$ cat config.mk
export PLATFORM = sky130hd
export DESIGN_NAME = regfile_mp_sb
export DESIGN_NICKNAME = d
export VERILOG_FILES = /design/src/rtl/regfile_mp_sb.sv
export SDC_FILE = /design/constraint.sdc
export NUM_CORES = 2
export LEC_CHECK = 0
export CAP_MARGIN = 20
export CORE_MARGIN = 2
export CORE_UTILIZATION = 30
export CTS_BUF_LIST = sky130_fd_sc_hd__clkbuf_4 sky130_fd_sc_hd__clkbuf_8
export CTS_CLUSTER_SIZE = 14
export DETAILED_ROUTE_END_ITERATION = 12
export PLACE_DENSITY = 0.46
export SYNTH_ARGS = -nofsm -noshare
export SYNTH_HDL_FRONTEND = slang
export SYNTH_SLANG_ARGS = --single-unit
$ cat constraint.sdc
create_clock -name clk -period 2.9 [get_ports clk]
set_input_delay 0.435 -clock clk [delete_from_list [all_inputs] [get_ports clk]]
set_output_delay 0.435 -clock clk [all_outputs]
set_load 0.01 [all_outputs]
$ cat src/rtl/regfile_mp_sb.sv
// Multi-port byte-maskable integer register file with a per-register busy scoreboard.
// Optional same-cycle write-to-read forwarding when REGFILE_BYPASS_EN is defined.
module regfile_mp_sb #(
  parameter int NUM_REGS = 32,
  parameter int XLEN     = 32,
  parameter int NUM_RD   = 2,
  parameter int NUM_WR   = 2,
  parameter int ZERO_REG = 1,
  localparam int AW      = $clog2(NUM_REGS),
  localparam int BW      = XLEN / 8
) (
  input  logic                     clk,
  input  logic                     rst,
  input  logic [NUM_RD*AW-1:0]     rd_addr,
  output logic [NUM_RD*XLEN-1:0]   rd_data,
  output logic [NUM_RD-1:0]        rd_busy,
  input  logic [NUM_WR-1:0]        wr_en,
  input  logic [NUM_WR*AW-1:0]     wr_addr,
  input  logic [NUM_WR*XLEN-1:0]   wr_data,
  input  logic [NUM_WR*BW-1:0]     wr_be,
  input  logic                     rsv_en,
  input  logic [AW-1:0]            rsv_addr,
  output logic                     rsv_ok,
  output logic [NUM_REGS-1:0]      busy_vec
);

  logic [XLEN-1:0]     mem_q [NUM_REGS];
  logic [XLEN-1:0]     mem_d [NUM_REGS];
  logic [NUM_REGS-1:0] busy_q;
  logic [NUM_REGS-1:0] busy_d;

  function automatic logic is_zero(input logic [AW-1:0] a);
    return (ZERO_REG != 0) && (a == '0);
  endfunction

  // busy_q[0] is never set when ZERO_REG=1, so x0 reservations are always accepted.
  assign rsv_ok   = rsv_en & ~busy_q[rsv_addr];
  assign busy_vec = busy_q;

  // Ports are applied in index order so the highest-index port owns each contested byte.
  always_comb begin
    mem_d  = mem_q;
    busy_d = busy_q;
    for (int p = 0; p < NUM_WR; p++) begin
      if (wr_en[p] && !is_zero(wr_addr[p*AW +: AW])) begin
        for (int b = 0; b < BW; b++) begin
          if (wr_be[p*BW+b])
            mem_d[wr_addr[p*AW +: AW]][b*8 +: 8] = wr_data[p*XLEN + b*8 +: 8];
        end
        busy_d[wr_addr[p*AW +: AW]] = 1'b0;
      end
    end
    // Writeback clears first, then an accepted reservation re-arms the bit.
    if (rsv_ok && !is_zero(rsv_addr))
      busy_d[rsv_addr] = 1'b1;
  end

  always_ff @(posedge clk) begin
    if (rst) begin
      for (int i = 0; i < NUM_REGS; i++)
        mem_q[i] <= '0;
      busy_q <= '0;
    end else begin
      mem_q  <= mem_d;
      busy_q <= busy_d;
    end
  end

  always_comb begin
    rd_data = '0;
    rd_busy = '0;
    for (int k = 0; k < NUM_RD; k++) begin
      rd_data[k*XLEN +: XLEN] = mem_q[rd_addr[k*AW +: AW]];
      rd_busy[k]              = busy_q[rd_addr[k*AW +: AW]];
`ifdef REGFILE_BYPASS_EN
      for (int p = 0; p < NUM_WR; p++) begin
        if (wr_en[p] && (wr_addr[p*AW +: AW] == rd_addr[k*AW +: AW])) begin
          for (int b = 0; b < BW; b++) begin
            if (wr_be[p*BW+b])
              rd_data[k*XLEN + b*8 +: 8] = wr_data[p*XLEN + b*8 +: 8];
          end
          rd_busy[k] = 1'b0;
        end
      end
`endif
      if (is_zero(rd_addr[k*AW +: AW])) begin
        rd_data[k*XLEN +: XLEN] = '0;
        rd_busy[k]              = 1'b0;
      end
    end
  end

endmodule

==> impl_metrics.yaml <==
power:
  irDropWorstVdd_mv: 0.483
  p_per_area_nw_per_um2: 436
  power.leakage_nw: 29.4
  finalPower_mw: 35.1
logic_synthesis:
  synth_mux_area_share_pct: 29.4
  synth-edff-count: 0
  synthXorXnorAreaFrac_pct: 0
  synth_top_family_by_area: "multiplexers"
  synth-simple-area-share_pct: 18.2
  syn_area_um2: 64000
  synth_compound_area_share_pct: 13.8
  ys_types: 57
  ys_async_sr_fraction_pct: 0
  synthAdderAreaFrac_pct: 0
  ys_ff_latch: 1056
  yosysSeqAreaShare_pct: 33.0
  syn_nets: 6888
  yosysWarningCount: 0
  syn_avg_cell_area_um2: 9.43
  ys.flop_type: "dfxtp_1"
  synth_cells: 6786
detailed_routing:
  finalWirelength_um: 306000
  top_layer_used: "met5"
  drc: 4
  wl_per_cell_um: 30.0
  drtIter0Drc: 6937
  vias_per_cell: 6.03
  ant_nets: 0
  num_vias: 61600
  met2_wirelength_um: 139000
  met3_wirelength_um: 23600
  wl_met1_um: 125000
  drtPass1Iterations: 10
worst_hold_path:
  hp-class: "in2reg"
critical_path:
  cp.arrival_ns: 2.90
  cp_common_cell: "mux4_2"
  critPathKind: "reg2out"
  crit_path_cell_trace: "mux4_2 -> mux4_2 -> nand2_2 -> o21ai_2 -> dlygate4sd2_1"
  crit_slowest_cell: "mux4_2"
  critPathMaxFanout: 3
  cp.required_ns: 2.47
  endpoint_kind: "output pin"
  slowest_delay_ns: 0.50
  crit_buf_inv: 1
  critPathTopFamily: "multiplexers"
  startpoint_type: "flop"
run:
  drv_cap: 0
clock_tree:
  clockRootBuffer: "clkbuf_8"
  clock-sinks: 1056
  cts_tree: "yes"
  clkTransAtPathRegs_ns: 0.06
  clockBufferDepth: 3
  insertion_delay_ns: 0.99
  h-tree-depth: 4
  numCtsBuffers: 192
global_route:
  grt_pass1_wl_um: 441000
  antenna_found_initial: 18
  grt_max_degree: 128
  track_usage_pct: 27.5
  overflow: 0
  grt_pass1_vias: 59200
placed_design:
  place_congestion: 0.950
  port_buffers: 200
  placed_cells_incl_taps: 9844
  place_area_um2: 75100
  dp_hpwl_um: 217000
sta:
  whs_ns: 0.157
  worst_slack_ns: -0.439
  worstMarginPinSlew_ns: 1.12
  rsz0062_at_grt: "yes"
  max_freq_ghz: 0.299
  finalHoldViolCount: 0
  setup_viol: 67
  skew_ns: 0.0244
  slew_headroom_pct: 25.2
  min_period_ns: 3.34
  finalMaxSlewViolations: 0
  final.period_utilization_pct: 115
floorplanning:
  io_pins: 201
  rows: 169
  die_y_um: 466
  die_area_um2: 217000
  core-area_um2: 212000
  start_util_pct: 30.2
  die_w_um: 466
cells_and_area:
  final_area_um2: 80500
  fin_cells: 10200
  drive_above_1_share_pct: 30.7
  finalNetCount: 7333
  syn_to_final_growth_pct: 25.8
run_status:
  violations: "design-rule violations, negative setup slack"
  status: "complete, but fails checks"
state kept, by name, indices dropped and copies added (netlist names):
| register | cells |
|---|---|
| mem_q | 1024 |
| busy_vec | 32 |
Yosys cell counts (all sizes together), types with 5 or more instances:
cell	count	share of area, %
clkbuf	575	3.4
dfxtp	1056	33
nand4b	6	0.082
o21ai	89	0.70
and3	5	0.051
nor2	1040	6.2
nand2	932	5.5
inv	71	0.42
mux2i	384	6.0
buf	196	1.7
nor3	13	0.10
nor4	7	0.12
nand4	5	0.049
nand3	630	4.9
nor2b	36	0.35
a211oi	371	4.4
mux4	665	23
nand2b	8	0.078
a221oi	9	0.12
a311oi	614	8.4
or4b	28	0.44
o31ai	8	0.094
nand3b	8	0.094
placed cells by master (no fill, tap or decap), drive strengths merged, types with 9 or more instances in the layout:
cell type	count
nor3	13
dlygate4sd3	11
o21ai	89
clkdlybuf4s50	107
clkinv	19
a211oi	371
buf	902
dfxtp	1056
clkbuf	309
nand2	932
a221oi	9
mux2i	384
a311oi	614
diode	9
or4b	28
nand3	630
nor2	1040
mux4	665
inv	81
nor2b	36
report_power, final:
| group | internal, mW | switching [mW] |
|---|---|---|
| Clock | 8.88 | 7.21 |
| Combinational | 1.53 | 2.62 |
| Sequential | 14.7 | 0.155 |
layer usage:
layer,vias up,GRT usage (%)
li1,26700,-
met1,31100,36.2
met2,3121,42.6
met3,700,4.82
met4,16,15.8
met5,-,0
worst register-to-register path, stage by stage, from the launching register on:
cell and delay, ns:
dfxtp_4 0.36, buf_4 0.16, mux4_2 0.45, nand2_1 0.12, buf_4 0.12, nor4b_1 0.24, nand2_1 0.33, o21ai_0 0.26
stage by stage:
step | setup WS, ns | setup TNS, ns | util (%)
after CTS | -0.490 | -24.15 | 37.9
after floorplan | 0.262 | 0 | -
final | -0.439 | -19.74 | 37.9
after global placement | -1.11 | -48.31 | 35.4
after global routing | -0.466 | -22.08 | 37.9
after detailed placement | -0.911 | -48.09 | 35.4
worst paths after layout:
path | to | startpoint | slack, ns | cells after the start
setup / recovery | rd_data[41] | mem_q[137] | -0.44 | 5
hold / removal | mem_q[644] | wr_data[36] | 0.16 | 4
setup reg to reg | busy_vec[9] | busy_vec[30] | 0.76 | 7
hold reg to reg | mem_q[1000] | mem_q[1000] | 0.48 | 1
cells by family (layout without fill, tap and decap cells):
logic type | after synthesis | in the layout
flops | 1056 | 1056
other cells | 0 | 9
mux | 1049 | 1049
buf+inv | 842 | 1439
simple gates | 2737 | 2737
compound gates | 1102 | 1102
repair_timing:
action                     4_1_cts  5_1_grt
hold buffers                    11        0
buffers inserted                17        5
gates resized for setup        694       63
setup endpoints to repair       67       67
hold endpoints to repair       142        0
pin swaps                       13        5
cell type report:
type | instances | area, µm²
fill | 20900 | 132000
multi-input combinational | 4888 | 40200
sequential | 1056 | 21400
timing repair buffer | 1022 | 10800
clock buffer | 309 | 3940
tap | 2821 | 3530
clock inverter | 37 | 338
inverter | 71 | 284
antenna | 9 | 22.5
Power figures use the tool's default switching activity.
